$ cat src/rtl/moving_average_filter.sv
// Multi-channel moving-average filter with a power-of-two window (2**k samples).
// Each channel keeps its own history RAM, write pointer and running accumulator.
// A flush sweep clears all history after reset or whenever the window exponent changes.
// Optional macro MOVAVG_ROUND_EN: round half up on the final shift instead of flooring.
module moving_average_filter #(
    parameter int unsigned DATA_WIDTH   = 16,
    parameter int unsigned MAX_LOG2_LEN = 4,
    parameter int unsigned CHANNELS     = 2,
    localparam int unsigned CH_W = (CHANNELS > 1) ? $clog2(CHANNELS) : 1,
    localparam int unsigned K_W  = $clog2(MAX_LOG2_LEN + 1)
) (
    input  logic                         clock,
    input  logic                         reset,
    input  logic                         write,
    input  logic [CH_W-1:0]              channel,
    input  logic signed [DATA_WIDTH-1:0] data_in,
    input  logic [K_W-1:0]               log2_len,
    output logic                         ready,
    output logic                         done,
    output logic [CH_W-1:0]              done_channel,
    output logic signed [DATA_WIDTH-1:0] sum
);

    localparam int unsigned DEPTH = 2 ** MAX_LOG2_LEN;
    localparam int unsigned ACC_W = DATA_WIDTH + MAX_LOG2_LEN;
    localparam logic [MAX_LOG2_LEN:0] SPAN_ONE = 1;

    typedef enum logic {StFlush, StRun} state_e;

    state_e                         r_state;
    state_e                         w_state_d;
    logic [MAX_LOG2_LEN-1:0]        r_flush_addr;
    logic [K_W-1:0]                 r_len;
    logic                           r_done;
    logic [CH_W-1:0]                r_done_ch;
    logic signed [DATA_WIDTH-1:0]   r_sum;

    logic signed [ACC_W-1:0]        r_hist [CHANNELS][DEPTH];
    logic signed [ACC_W-1:0]        r_acc  [CHANNELS];
    logic [MAX_LOG2_LEN-1:0]        r_ptr  [CHANNELS];

    logic                           w_ch_ok;
    logic [CH_W-1:0]                w_ch_idx;
    logic                           w_accept;
    logic                           w_len_change;
    logic [K_W-1:0]                 w_k;
    logic [MAX_LOG2_LEN-1:0]        w_old_idx;
    logic signed [ACC_W-1:0]        w_x;
    logic signed [ACC_W-1:0]        w_acc_new;
    logic signed [DATA_WIDTH-1:0]   w_sum_d;
`ifdef MOVAVG_ROUND_EN
    logic signed [ACC_W:0]          w_one;
    logic signed [ACC_W:0]          w_half;
    logic signed [ACC_W:0]          w_rnd;
`endif

    assign ready        = (r_state == StRun);
    assign done         = r_done;
    assign done_channel = r_done_ch;
    assign sum          = r_sum;

    // Next-state: sweep every history address once, then run until the window changes
    always_comb begin
        w_state_d = r_state;
        unique case (r_state)
            StFlush: if (&r_flush_addr) w_state_d = StRun;
            StRun:   if (w_len_change) w_state_d = StFlush;
            default: w_state_d = StFlush;
        endcase
    end

    // Datapath: accept decision and the single-cycle accumulator update
    always_comb begin
        w_ch_ok      = 32'(channel) < CHANNELS;
        w_ch_idx     = w_ch_ok ? channel : '0;
        w_accept     = write && ready && w_ch_ok;
        w_len_change = ready && (log2_len != r_len);
        // Writes in the cycle that changes the exponent still use the old (registered) k
        w_k          = (r_len > K_W'(MAX_LOG2_LEN)) ? K_W'(MAX_LOG2_LEN) : r_len;
        // For k = MAX_LOG2_LEN the span wraps to 0, so the outgoing sample is the slot
        // about to be overwritten
        w_old_idx    = r_ptr[w_ch_idx] - MAX_LOG2_LEN'(SPAN_ONE << w_k);
        w_x          = {{MAX_LOG2_LEN{data_in[DATA_WIDTH-1]}}, data_in};
        w_acc_new    = r_acc[w_ch_idx] - r_hist[w_ch_idx][w_old_idx] + w_x;
`ifdef MOVAVG_ROUND_EN
        // Half is zero when k = 0, which leaves the plain truncation
        w_one        = 1;
        w_half       = (w_one << w_k) >> 1;
        w_rnd        = {w_acc_new[ACC_W-1], w_acc_new} + w_half;
        w_sum_d      = DATA_WIDTH'(w_rnd >>> w_k);
`else
        w_sum_d      = DATA_WIDTH'(w_acc_new >>> w_k);
`endif
    end

    // Control and output registers
    always_ff @(posedge clock) begin
        if (reset) begin
            r_state      <= StFlush;
            r_flush_addr <= '0;
            r_len        <= '0;
            r_done       <= 1'b0;
            r_done_ch    <= '0;
            r_sum        <= '0;
        end else begin
            r_state <= w_state_d;
            r_done  <= w_accept;
            if (r_state == StFlush) begin
                r_len        <= log2_len;
                r_flush_addr <= r_flush_addr + 1'b1;
            end else if (w_len_change) begin
                r_len        <= log2_len;
                r_flush_addr <= '0;
            end
            if (w_accept) begin
                r_sum     <= w_sum_d;
                r_done_ch <= channel;
            end
        end
    end

    // Per-channel history, accumulator and pointer; cleared by the flush sweep
    always_ff @(posedge clock) begin
        if (!reset) begin
            if (r_state == StFlush) begin
                for (int c = 0; c < int'(CHANNELS); c++) begin
                    r_hist[c][r_flush_addr] <= '0;
                    r_acc[c]                <= '0;
                    r_ptr[c]                <= '0;
                end
            end else if (w_accept) begin
                r_hist[w_ch_idx][r_ptr[w_ch_idx]] <= w_x;
                r_acc[w_ch_idx]                   <= w_acc_new;
                r_ptr[w_ch_idx]                   <= r_ptr[w_ch_idx] + 1'b1;
            end
        end
    end

endmodule

$ cat config.mk
export PLATFORM = sky130hd
export DESIGN_NAME = moving_average_filter
export DESIGN_NICKNAME = d
export VERILOG_FILES = /design/src/rtl/moving_average_filter.sv
export SDC_FILE = /design/constraint.sdc
export NUM_CORES = 1
export LEC_CHECK = 0
export CAP_MARGIN = 25
export CORE_MARGIN = 2
export CORE_UTILIZATION = 67
export DETAILED_ROUTE_END_ITERATION = 8
export GPL_ROUTABILITY_DRIVEN = 1
export GPL_TIMING_DRIVEN = 0
export PLACE_DENSITY = 0.84
export SYNTH_ARGS = -nofsm -noshare
export SYNTH_HDL_FRONTEND = slang
export SYNTH_SLANG_ARGS = --single-unit
$ cat constraint.sdc
create_clock -name clock -period 14.6 [get_ports clock]
set_input_delay 2.92 -clock clock [delete_from_list [all_inputs] [get_ports clock]]
set_output_delay 2.92 -clock clock [all_outputs]
set_load 0.01 [all_outputs]
==> impl_summary.txt, run 1 <==
----------------------------------------------------
[Detailed routing]
  Total via count after detailed routing ... 19.0k
  Final WL ... 81200 um
  Antenna-violating nets left ... 0
  Routed length per placed instance ... 30.1 um
  Post-DR vias/cell ... 7.04
  Drc violations ... 0
  Initial DRC Count ... 2885
  First-pass DRT Iterations ... 8

[Finish]
  Net count, final ... 2190
  Signed area change from the synthesized netlist to the final layout ... 13.2%
  Fraction of layout instances using a drive strength above 1 ... 17.3%
  Number of standard cells in the final layout excluding fillers ... 2695
  Antenna Cells ... 0
  Total of fill cells in the finished design ... 2319

[Pwr]
  Maximum VDD drop ... 117 uV
  Leakage ... 11.0 nW
  Total power divided by cell area ... 137 nW/um^2

[Yosys]
  Seq/Total Area, Yosys ... 60.9%
  Async S/R FF share, synth ... 0%
  Avg Synthesized Cell Area ... 14.5 sq um
  Unique cell type count in the Yosys netlist ... 69
  Count of mapped cells out of synthesis ... 1971
  Netlist area before placement ... 28500 sq um
  Most common flop cell mapped by yosys ... sky130_fd_sc_hd__edfxtp_1
  Number of warning messages in the yosys log ... 0
  Number of synthesized flops with an enable pin ... 560
  Flop and latch count out of synthesis ... 586
  Net count after synthesis ... 2046

[Critical path]
  Crit path kind ... in -> reg
  R2R Path Start ... r_len[1]
  Flop2flop setup slack ... 6.72 ns
  Worst R2R End ... sum[12]
  Worst Setup Start Kind ... input pin
  Arrival time reported for the critical path endpoint ... 11.03 ns
  Data required, critical path ... 15.11 ns
  CP Max Fanout ... 10
  Critical Path End ... sum[12]
  Launching instance or port of the critical path ... channel
  Worst R2R Path Depth ... 21
  Critical path endpoint category ... register

[Clock tree]
  Clock transition at the register clock pins on the worst setup and hold paths after CTS ... 0.06 ns
  Inserted Clock Buffers ... 57
  Sinks on Clock Net ... 586
  CTS tree ... built
  Longest Clk Path Bufs ... 3
  Buffer type at the clock tree root ... sky130_fd_sc_hd__clkbuf_16
  H-tree depth ... 2
  Clock latency on the worst-skew pair ... 0.67 ns
  Count of hold buffers inserted by post-cts repair ... 0
  Number of gates resized after CTS ... 0
  Setup Fix Bufs, Post-CTS ... 0

[Placed design]
  Half-perimeter wire length after placement ... 56300 um
  RD Place Congestion ... 0.984
  Quantity of I/O buffers inserted on ports ... 39
  Total instance count after detailed placement ... 2584

[GRT]
  Remaining global-route overflow ... 0
  Initial antenna violation count ... 0
  Vias in the first global route ... 19.1k
  First-pass GRT wire length ... 120000 um
  Overall fraction of global-route tracks in use ... 37.8%
  Maximum number of pins on one net before global-route repair ... 18

[Floorplan]
  Vertical die dimension ... 210 um
  Area of the die ... 44200 sq um
  Horizontal extent of the die ... 210 um
  Number of cell rows ... 75
  Number of top-level pins ... 42
  Effective utilization at floorplan ... 67.9%
  Area of the placeable core ... 41900 sq um

[Timing]
  RSZ-0062 raised after global routing ... false
  Setup total negative slack ... 0 ns
  Transition at the pin with the smallest max-transition slack ... 1.10 ns
  Worst Clk Skew ... 0.0372 ns
  Final Cycle Share ... 72.0%
  Normalized max-slew margin ... 26.4%
  Final Critical Period ... 10.52 ns
  Worst hold margin ... 0.465 ns
  Fmax ... 95.1 MHz
  Final setup violation count ... 0
  Final number of hold-violating endpoints ... 0
  Number of pins exceeding their max-slew limit in the final report ... 0

[Outcome]
  Outcome ... complete, no violations

[Worst hold path]
  Type of the tightest min-delay check ... reg -> reg

[Job]
  Max Cap Viol ... 0

----------------------------------------------------
==> cell usage in the layout (no fill, tap or decap), drive strengths merged, types with 10 or more instances in the layout <==
cell type / netlist / layout
nand3: 18 / 18
nor2: 124 / 124
o21ai: 55 / 55
clkbuf: 142 / 211
clkinv: 0 / 24
clkdlybuf4s50: 0 / 39
fa: 20 / 20
nand2: 30 / 30
nor3: 108 / 108
and2: 419 / 419
edfxtp: 560 / 560
xnor2: 13 / 13
inv: 30 / 30
mux4: 165 / 165
dfxtp: 26 / 26
nor2b: 10 / 10
buf: 33 / 79
a21oi: 25 / 25
mux2: 24 / 24
mux2i: 29 / 29
ha: 32 / 32
xor2: 11 / 11
==> per-stage QoR <==
| stage | utilization [%] | setup WS [ns] | cell area [sq um] | total power [mW] |
|---|---|---|---|---|
| global placement | 70.5 | 3.67 | 29600 | 2.89 |
| global route | 76.9 | 3.69 | 32200 | 4.52 |
| floorplan | - | 5.31 | 28500 | 2.63 |
| CTS | 76.5 | 4.04 | 32100 | 4.36 |
| detailed placement | 72.2 | 3.54 | 30300 | 2.94 |
| finish | 76.9 | 4.08 | 32200 | 4.41 |
==> cells in the mapped netlist, types with 2 or more instances <==
cell                       count  share of area [%]
sky130_fd_sc_hd__dfxtp_1      26                1.8
sky130_fd_sc_hd__nand3b_1      4               0.11
sky130_fd_sc_hd__o211ai_1      7               0.18
sky130_fd_sc_hd__nand2b_1      6               0.13
sky130_fd_sc_hd__xnor2_1      13               0.40
sky130_fd_sc_hd__o211a_1       2              0.070
sky130_fd_sc_hd__o31ai_1       3              0.079
sky130_fd_sc_hd__nor2_1      123                1.6
sky130_fd_sc_hd__nor2b_1      10               0.22
sky130_fd_sc_hd__mux2_2       24               0.95
sky130_fd_sc_hd__nand2_1      30               0.40
sky130_fd_sc_hd__or3_1         5               0.11
sky130_fd_sc_hd__a211oi_1      4               0.11
sky130_fd_sc_hd__a211o_1       6               0.18
sky130_fd_sc_hd__a31oi_1       4              0.088
sky130_fd_sc_hd__clkbuf_1    141                1.9
sky130_fd_sc_hd__ha_1         32                1.4
sky130_fd_sc_hd__fa_1         20                1.4
sky130_fd_sc_hd__inv_1        29               0.38
sky130_fd_sc_hd__nand4_1       5               0.11
sky130_fd_sc_hd__buf_2         7               0.12
sky130_fd_sc_hd__a21o_1        6               0.16
sky130_fd_sc_hd__edfxtp_1    560                 59
sky130_fd_sc_hd__buf_1        26               0.34
sky130_fd_sc_hd__nand3_1      18               0.32
sky130_fd_sc_hd__o22ai_1       7               0.15
sky130_fd_sc_hd__a21oi_1      22               0.39
sky130_fd_sc_hd__xor2_1       11               0.34
sky130_fd_sc_hd__and2_1      419                9.2
sky130_fd_sc_hd__a221oi_1      3              0.092
sky130_fd_sc_hd__a21oi_2       3              0.092
sky130_fd_sc_hd__and3_1        3              0.066
sky130_fd_sc_hd__o21bai_1      4               0.11
sky130_fd_sc_hd__nor3_1      107                1.9
sky130_fd_sc_hd__o21ai_0      54               0.95
sky130_fd_sc_hd__mux2i_1      29                1.0
sky130_fd_sc_hd__mux4_2      165                 13
sky130_fd_sc_hd__or2_2         2              0.044
==> kinds of logic after synthesis <==
kind of cell | after synthesis | share of synthesized area [%]
AOI/OAI and AO/OA | 144 | 3.34
and+or+nand+nor | 742 | 14.5
muxes | 218 | 15.0
buffers and inverters | 205 | 2.74
adders and majority gates | 52 | 2.81
xor gates and xnor gates | 24 | 0.738
DFF | 586 | 60.9
==> where the power goes <==
group / internal, mW / switching (mW) / leakage, nW
clock: 0.789 / 0.652 / 0.862
combinational: 0.399 / 0.681 / 4.61
sequential: 1.87 / 0.0137 / 5.55
total: 3.06 / 1.35 / 11.0
==> routing by layer <==
metal	wire length [um]	global-route usage [%]
met5	0	0
met4	5550	20.9
met3	10300	7.60
met2	38000	59.3
met1	27400	50.4
==> state kept, by name, summed over array words and instances, names as in the netlist <==
| register | flops |
|---|---|
| r_len | 3 |
| r_flush_addr | 4 |
| ready | 1 |
| done_channel | 1 |
| done | 1 |
| r_acc | 40 |
| r_ptr | 8 |
| r_hist | 512 |
| sum | 16 |
==> layout make-up <==
cell class / count / area [sq um] / area share (%)
sequential: 586 / 17300 / 53.8
multi-input combinational: 1180 / 10500 / 32.6
clock buffer: 69 / 1470 / 4.56
timing repair buffer: 85 / 1170 / 3.62
tap: 539 / 674 / 2.09
buffer: 175 / 667 / 2.07
clock inverter: 31 / 315 / 0.978
inverter: 30 / 113 / 0.349
==> worst min path at each step <==
| stage | startpoint | to | slack [ns] | cells past startpoint |
|---|---|---|---|---|
| 2_1_floorplan | done_channel | done_channel | 0.48 | 2 |
| 3_3_place_gp | done_channel | done_channel | 0.45 | 2 |
| 3_5_place_dp | done_channel | done_channel | 0.46 | 2 |
| 4_1_cts | done_channel | done_channel | 0.47 | 2 |
| 5_1_grt | done_channel | done_channel | 0.51 | 2 |
| 6_report | done_channel | done_channel | 0.46 | 2 |
==> worst max-delay path, cell delays in order <==
cell and delay, ns:
sky130_fd_sc_hd__buf_2 0.24, sky130_fd_sc_hd__buf_2 0.39, sky130_fd_sc_hd__clkbuf_1 0.52, sky130_fd_sc_hd__mux2i_1 0.55, sky130_fd_sc_hd__ha_1 0.24, sky130_fd_sc_hd__inv_1 0.07, sky130_fd_sc_hd__fa_1 0.38, sky130_fd_sc_hd__xor2_1 0.71
sky130_fd_sc_hd__clkbuf_1 0.76, sky130_fd_sc_hd__mux4_2 0.60, sky130_fd_sc_hd__mux2i_1 0.45, sky130_fd_sc_hd__fa_1 0.52, sky130_fd_sc_hd__ha_1 0.30, sky130_fd_sc_hd__clkbuf_2 0.16, sky130_fd_sc_hd__a21oi_1 0.21, sky130_fd_sc_hd__o21ai_0 0.11
sky130_fd_sc_hd__a21oi_1 0.49, sky130_fd_sc_hd__nand2_1 0.15, sky130_fd_sc_hd__xnor2_1 0.65, sky130_fd_sc_hd__a22oi_1 0.27, sky130_fd_sc_hd__o221ai_1 0.22, sky130_fd_sc_hd__o211ai_1 0.11
(Power assumes the default switching activity.)
==> run 2: changes to the inputs <==
--- a/config.mk
+++ b/config.mk
@@ -7,11 +7,11 @@
 export LEC_CHECK = 0
 export CAP_MARGIN = 25
 export CORE_MARGIN = 2
-export CORE_UTILIZATION = 67
+export CORE_UTILIZATION = 63
 export DETAILED_ROUTE_END_ITERATION = 8
 export GPL_ROUTABILITY_DRIVEN = 1
 export GPL_TIMING_DRIVEN = 0
-export PLACE_DENSITY = 0.84
+export PLACE_DENSITY = 0.8
 export SYNTH_ARGS = -nofsm -noshare
 export SYNTH_HDL_FRONTEND = slang
 export SYNTH_SLANG_ARGS = --single-unit
==> constraint.sdc (replaced) <==
create_clock -name clock -period 9.95 [get_ports clock]
set_input_delay 1.99 -clock clock [delete_from_list [all_inputs] [get_ports clock]]
set_output_delay 1.99 -clock clock [all_outputs]
set_load 0.01 [all_outputs]
==> impl_summary.txt, run 2 (same netlist as run 1, synthesis figures left out) <==
----------------------------------------------------
[Outcome]
  Outcome ... complete, no violations

[Detailed routing]
  Total via count after detailed routing ... 18.5k (-2.3%)
  Antenna-violating nets left ... 0 (unchanged)
  Drc violations ... 0 (unchanged)
  Final WL ... 79300 um (-2.4%)
  First-pass DRT Iterations ... 5 (-3)
  Routed length per placed instance ... 28.8 um (-4.6%)
  Post-DR vias/cell ... 6.73 (-4.5%)
  Initial DRC Count ... 2715 (-5.9%)

[Worst hold path]
  Hold path startpoint ... done_channel
  Type of the tightest min-delay check ... reg -> reg

[Clock tree]
  H-tree depth ... 2 (unchanged)
  Sinks on Clock Net ... 586 (unchanged)
  Number of gates resized after CTS ... 0 (unchanged)
  Clock transition at the register clock pins on the worst setup and hold paths after CTS ... 0.06 ns (about the same)
  Setup Fix Bufs, Post-CTS ... 0 (unchanged)
  Longest Clk Path Bufs ... 3 (unchanged)
  Buffer type at the clock tree root ... sky130_fd_sc_hd__clkbuf_16
  CTS tree ... built
  Clock latency on the worst-skew pair ... 0.65 ns (-0.02 ns)
  Inserted Clock Buffers ... 57 (unchanged)
  Count of hold buffers inserted by post-cts repair ... 0 (unchanged)

[Timing]
  Setup total negative slack ... 0 ns (unchanged)
  Final setup violation count ... 0 (unchanged)
  Worst Clk Skew ... 0.0305 ns (-0.00676 ns)
  Final Critical Period ... 9.39 ns
  Number of pins exceeding their max-slew limit in the final report ... 0 (unchanged)
  Normalized max-slew margin ... 28.5% (+2.1 points)
  Transition at the pin with the smallest max-transition slack ... 1.07 ns (-0.0319 ns)
  RSZ-0062 raised after global routing ... false
  Fmax ... 107 MHz
  Final Cycle Share ... 94.3%
  Final number of hold-violating endpoints ... 0 (unchanged)
  Final critical-path setup slack ... 0.565 ns (-3.52 ns)
  Worst hold margin ... 0.477 ns (+0.0126 ns)

[Finish]
  Net count, final ... 2190 (unchanged)
  Core utilization of the finished layout ... 72.9% (-4.0 points)
  Antenna Cells ... 0 (unchanged)
  Signed area change from the synthesized netlist to the final layout ... 13.7%
  Most common cell after layout, fill and taps aside ... sky130_fd_sc_hd__edfxtp_1
  Most flop-heavy register ... r_hist
  Top library cells by usage in the layout, fill and taps aside ... sky130_fd_sc_hd__edfxtp_1 (560), sky130_fd_sc_hd__and2_1 (419), sky130_fd_sc_hd__mux4_2 (165)
  Fraction of layout instances using a drive strength above 1 ... 17.3% (+0.036 points)
  Sequential Area ... 17300 sq um (unchanged)
  Total of fill cells in the finished design ... 2729 (+18%)
  Number of flip-flops under the largest register name ... 512 (unchanged)
  Multi-input combinational cell area ... 10500 sq um (+0.12%)

[Critical path]
  Crit path kind ... in -> reg
  Critical path endpoint category ... register
  Launching instance or port of the critical path ... channel
  CP Max Fanout ... 10 (unchanged)
  Worst Setup Start Kind ... input pin
  Data required, critical path ... 10.49 ns (-4.62 ns)
  R2R Path Start ... r_len[1]
  Arrival time reported for the critical path endpoint ... 9.93 ns (-1.10 ns)

[Floorplan]
  Horizontal extent of the die ... 217 um (+3.1%)
  Area of the placeable core ... 44400 sq um (+5.9%)
  Number of cell rows ... 77 (+2.7%)
  Vertical die dimension ... 217 um (+3.1%)
  Number of top-level pins ... 42 (unchanged)
  Area of the die ... 46900 sq um (+6.2%)
  Effective utilization at floorplan ... 64.1% (-3.8 points)

[Pwr]
  Leakage ... 11.1 nW (+0.34%)
  Maximum VDD drop ... 166 uV (+42%)
  Total power divided by cell area ... 200 nW/um^2 (+46%)

[GRT]
  Remaining global-route overflow ... 0 (unchanged)
  First-pass GRT wire length ... 118000 um (-1.4%)
  Initial antenna violation count ... 0 (unchanged)
  Maximum number of pins on one net before global-route repair ... 25 (+7)
  Overall fraction of global-route tracks in use ... 34.7% (-3.0 points)
  Vias in the first global route ... 18.8k (-1.7%)

[Placed design]
  Quantity of I/O buffers inserted on ports ... 39 (unchanged)
  Half-perimeter wire length after placement ... 56500 um (+0.37%)
  RD Place Congestion ... 0.938 (-4.7%)
  Pre-CTS WS ... -0.116 ns (-3.65 ns)

[Job]
  Max Cap Viol ... 0 (unchanged)

----------------------------------------------------
-- run 2: cell count changes in the layout (fill, tap and decap cells not counted), moves of 2 or more --
| cell | delta |
|---|---|
| sky130_fd_sc_hd__clkbuf_1 | +7 |
| sky130_fd_sc_hd__buf_16 | +2 |
| sky130_fd_sc_hd__clkinvlp_4 | -2 |
| sky130_fd_sc_hd__buf_6 | +2 |
| sky130_fd_sc_hd__clkbuf_8 | +2 |
| sky130_fd_sc_hd__buf_8 | -4 |
| sky130_fd_sc_hd__clkinv_2 | +2 |
-- run 2: final cells by class --
class	count	share of cell area, %
Buffer	175	2.06
Clock buffer	79	4.79
Clock inverter	28	0.869
Inverter	30	0.348
Multi-Input combinational cell	1180	32.5
Sequential cell	586	53.5
Tap cell	592	2.29
Timing Repair Buffer	85	3.65
-- run 2: stage by stage --
| step | total power [mW] | area, sq um | instances |
|---|---|---|---|
| floorplan | 3.85 | 28500 | 1971 |
| global placement | 4.23 | 29600 | 2602 |
| detailed placement | 4.31 | 30400 | 2638 |
| CTS | 6.42 | 32200 | 2745 |
| global route | 6.68 | 32400 | 2755 |
| finish | 6.48 | 32400 | 2755 |
-- run 2: path summary, 6_finish.rpt --
kind | end | slack [ns] | depth (start not counted)
worst max-delay path | sum[15] | 0.56 | 23
worst min-delay path | done_channel | 0.48 | 2
worst max register to register | sum[12] | 2.14 | 21
worst min register to register | done_channel | 0.48 | 2
-- run 2: worst max-delay path, stage by stage --
cell and delay (ns):
sky130_fd_sc_hd__buf_2 0.25, sky130_fd_sc_hd__buf_2 0.42, sky130_fd_sc_hd__clkbuf_1 0.52, sky130_fd_sc_hd__mux2i_1 0.49
sky130_fd_sc_hd__ha_1 0.22, sky130_fd_sc_hd__inv_1 0.06, sky130_fd_sc_hd__fa_1 0.39, sky130_fd_sc_hd__xor2_1 0.65
sky130_fd_sc_hd__buf_1 0.54, sky130_fd_sc_hd__buf_6 0.25, sky130_fd_sc_hd__mux4_2 0.57, sky130_fd_sc_hd__mux2i_1 0.70
sky130_fd_sc_hd__fa_1 0.56, sky130_fd_sc_hd__ha_1 0.28, sky130_fd_sc_hd__buf_2 0.18, sky130_fd_sc_hd__nand2_1 0.12
sky130_fd_sc_hd__o21ai_1 0.24, sky130_fd_sc_hd__nor3_1 0.08, sky130_fd_sc_hd__a211o_1 0.28, sky130_fd_sc_hd__or3b_4 0.44
sky130_fd_sc_hd__and3_1 0.18, sky130_fd_sc_hd__a31o_1 0.19, sky130_fd_sc_hd__a2111oi_2 0.28
-- run 2: per-layer routing --
layer | track usage (%) | part of all wire (%)
met1 | 47.1 | 36
met2 | 55.7 | 48
met3 | 6.08 | 11
met4 | 16.1 | 5.2
met5 | 0 | 0
-- run 2: power breakdown --
part / switching (mW) / internal (mW)
Combinational: 0.981 / 0.587
Sequential: 0.0194 / 2.74
Clock: 0.954 / 1.20
Total: 1.95 / 4.53
==> run 3: changes to the inputs <==
--- a/config.mk
+++ b/config.mk
@@ -9,8 +9,9 @@
 export CORE_MARGIN = 2
 export CORE_UTILIZATION = 63
 export DETAILED_ROUTE_END_ITERATION = 8
-export GPL_ROUTABILITY_DRIVEN = 1
+export GPL_ROUTABILITY_DRIVEN = 0
 export GPL_TIMING_DRIVEN = 0
+export HOLD_SLACK_MARGIN = 0.08
 export PLACE_DENSITY = 0.8
 export SYNTH_ARGS = -nofsm -noshare
 export SYNTH_HDL_FRONTEND = slang
==> impl_summary.txt, run 3 (same netlist as run 1, synthesis figures left out) <==
----------------------------------------------------
[Critical path]
  Arrival time reported for the critical path endpoint ... 9.97 ns (+0.04 ns)
  Flop2flop setup slack ... 2.15 ns (about the same)
  Worst Setup Start Kind ... input pin
  Data required, critical path ... 10.46 ns (-0.03 ns)
  Crit path kind ... in -> reg
  CP Max Fanout ... 10 (unchanged)
  Critical path endpoint category ... register

[Finish]
  Most flop-heavy register ... r_hist
  Sequential Area ... 17300 sq um (unchanged)
  Fraction of layout instances using a drive strength above 1 ... 17.1% (-0.27 points)
  Multi-input combinational cell area ... 10500 sq um (-0.12%)
  Most common cell after layout, fill and taps aside ... sky130_fd_sc_hd__edfxtp_1
  Antenna Cells ... 0 (unchanged)
  Total of fill cells in the finished design ... 2777 (+1.8%)
  Net count, final ... 2187 (-0.14%)
  Top library cells by usage in the layout, fill and taps aside ... sky130_fd_sc_hd__edfxtp_1 (560), sky130_fd_sc_hd__and2_1 (419), sky130_fd_sc_hd__mux4_2 (165)
  Signed area change from the synthesized netlist to the final layout ... 13.0%
  Number of flip-flops under the largest register name ... 512 (unchanged)

[GRT]
  GR Util met1 ... 45.8% (-1.3 points)
  Global-route track usage on met2 ... 53.0% (-2.7 points)
  Maximum number of pins on one net before global-route repair ... 18 (-28%)
  Remaining global-route overflow ... 0 (unchanged)
  Initial antenna violation count ... 0 (unchanged)
  Overall fraction of global-route tracks in use ... 33.8% (-0.87 points)
  Vias in the first global route ... 18.2k (-3.0%)
  Grt met3 use ... 7.12% (+1.0 points)
  GRT Max-Usage Layer ... met2
  First-pass GRT wire length ... 115000 um (-2.9%)

[Clock tree]
  Number of gates resized after CTS ... 0 (unchanged)
  Count of hold buffers inserted by post-cts repair ... 0 (unchanged)
  Clock transition at the register clock pins on the worst setup and hold paths after CTS ... 0.06 ns (about the same)
  H-tree depth ... 2 (unchanged)
  Longest Clk Path Bufs ... 3 (unchanged)
  Inserted Clock Buffers ... 57 (unchanged)
  Sinks on Clock Net ... 586 (unchanged)
  CTS tree ... built
  Setup Fix Bufs, Post-CTS ... 0 (unchanged)
  Buffer type at the clock tree root ... sky130_fd_sc_hd__clkbuf_16
  Clock latency on the worst-skew pair ... 0.65 ns (about the same)

[Floorplan]
  Number of top-level pins ... 42 (unchanged)
  Horizontal extent of the die ... 217 um (unchanged)
  Vertical die dimension ... 217 um (unchanged)
  Area of the die ... 46900 sq um (unchanged)
  Number of cell rows ... 77 (unchanged)
  Area of the placeable core ... 44400 sq um (unchanged)
  Effective utilization at floorplan ... 64.1% (unchanged)

[Pwr]
  Leakage ... 11.0 nW (-0.75%)
  Maximum VDD drop ... 161 uV (-3.0%)
  Total power divided by cell area ... 198 nW/um^2 (-1.0%)
  Total design power ... 6.38 mW (-1.6%)

[Timing]
  Worst Clk Skew ... 0.0359 ns (+0.00539 ns)
  Final Cycle Share ... 95.0% (+0.71 points)
  Transition at the pin with the smallest max-transition slack ... 1.10 ns (+0.0310 ns)
  Final number of hold-violating endpoints ... 0 (unchanged)
  Final Critical Period ... 9.46 ns (+0.0710 ns)
  Final setup violation count ... 0 (unchanged)
  RSZ-0062 raised after global routing ... false
  Normalized max-slew margin ... 26.5% (-2.1 points)
  Final critical-path setup slack ... 0.494 ns (-0.0710 ns)
  Number of pins exceeding their max-slew limit in the final report ... 0 (unchanged)
  Fmax ... 106 MHz (-0.75%)

[Detailed routing]
  First-pass DRT Iterations ... 6 (+1)
  Drc violations ... 0 (unchanged)
  Total via count after detailed routing ... 18.3k (-1.3%)
  Final WL ... 77700 um (-1.9%)
  Routed length per placed instance ... 28.3 um (-1.5%)
  Post-DR vias/cell ... 6.68 (-0.78%)
  Antenna-violating nets left ... 0 (unchanged)
  Initial DRC Count ... 2499 (-8.0%)

[Job]
  Max Cap Viol ... 0 (unchanged)

[Placed design]
  Half-perimeter wire length after placement ... 56500 um (about the same)
  Quantity of I/O buffers inserted on ports ... 39 (unchanged)
  Pre-CTS WS ... 0.106 ns (+0.222 ns)

[Worst hold path]
  Type of the tightest min-delay check ... reg -> reg

[Outcome]
  Outcome ... complete, no violations

----------------------------------------------------
-- run 3: changes by cell type in the layout (fill, tap and decap cells not counted), sizes merged --
cell and delta:
inv +2, clkbuf -7, clkinv -3, buf -3, bufinv -2
-- run 3: per-layer routing --
metal / wire length, um / vias up
met3: 8810 / 241
met1: 28000 / 9151
met4: 4340 / 0
met2: 36500 / 1302
met5: 0 / -
li1: - / 7618
-- run 3: final cells by class --
| type | count | share of cell area, % |
|---|---|---|
| timing repair buffer | 82 | 3.51 |
| clock inverter | 25 | 0.653 |
| inverter | 30 | 0.350 |
| clock buffer | 72 | 4.67 |
| multi-input combinational | 1180 | 32.6 |
| buffer | 175 | 2.07 |
| sequential | 586 | 53.8 |
| tap | 592 | 2.30 |
-- run 3: through the flow --
step	area [sq um]	util, %	hold WS [ns]	setup TNS (ns)	instances
after floorplan	28500	-	0.481	0	1971
after global placement	29600	66.7	0.455	-0.171	2602
after detailed placement	30500	68.6	0.466	0	2643
after CTS	32200	72.4	0.477	0	2740
after global routing	32200	72.5	0.494	0	2742
final	32200	72.5	0.483	0	2742
-- run 3: final timing paths --
path	to	from	cells past startpoint
worst max-delay path	sum[12]	channel	22
worst min-delay path	done_channel	done_channel	2
worst max register to register	sum[12]	r_len[1]	21
worst min register to register	done_channel	done_channel	2
-- run 3: power breakdown --
part	leakage (nW)	total [mW]	switching [mW]	internal, mW
combinational	4.58	1.57	0.983	0.583
sequential	5.55	2.76	0.0181	2.74
clock	0.840	2.05	0.934	1.12
-- run 3: worst max-delay path, stage by stage --
cell	delay, ns
sky130_fd_sc_hd__buf_2	0.26
sky130_fd_sc_hd__buf_2	0.43
sky130_fd_sc_hd__clkbuf_1	0.50
sky130_fd_sc_hd__mux2i_1	0.47
sky130_fd_sc_hd__ha_1	0.21
sky130_fd_sc_hd__inv_1	0.06
sky130_fd_sc_hd__fa_1	0.39
sky130_fd_sc_hd__xor2_1	0.66
sky130_fd_sc_hd__clkbuf_1	0.75
sky130_fd_sc_hd__mux4_2	0.61
sky130_fd_sc_hd__mux2i_1	0.42
sky130_fd_sc_hd__fa_1	0.51
sky130_fd_sc_hd__ha_1	0.30
sky130_fd_sc_hd__clkbuf_2	0.16
sky130_fd_sc_hd__a21oi_1	0.23
sky130_fd_sc_hd__o21ai_0	0.10
sky130_fd_sc_hd__a21oi_1	0.51
sky130_fd_sc_hd__nand2_1	0.14
sky130_fd_sc_hd__xnor2_1	0.64
sky130_fd_sc_hd__a22oi_1	0.26
sky130_fd_sc_hd__o221ai_1	0.24
sky130_fd_sc_hd__o211ai_1	0.11
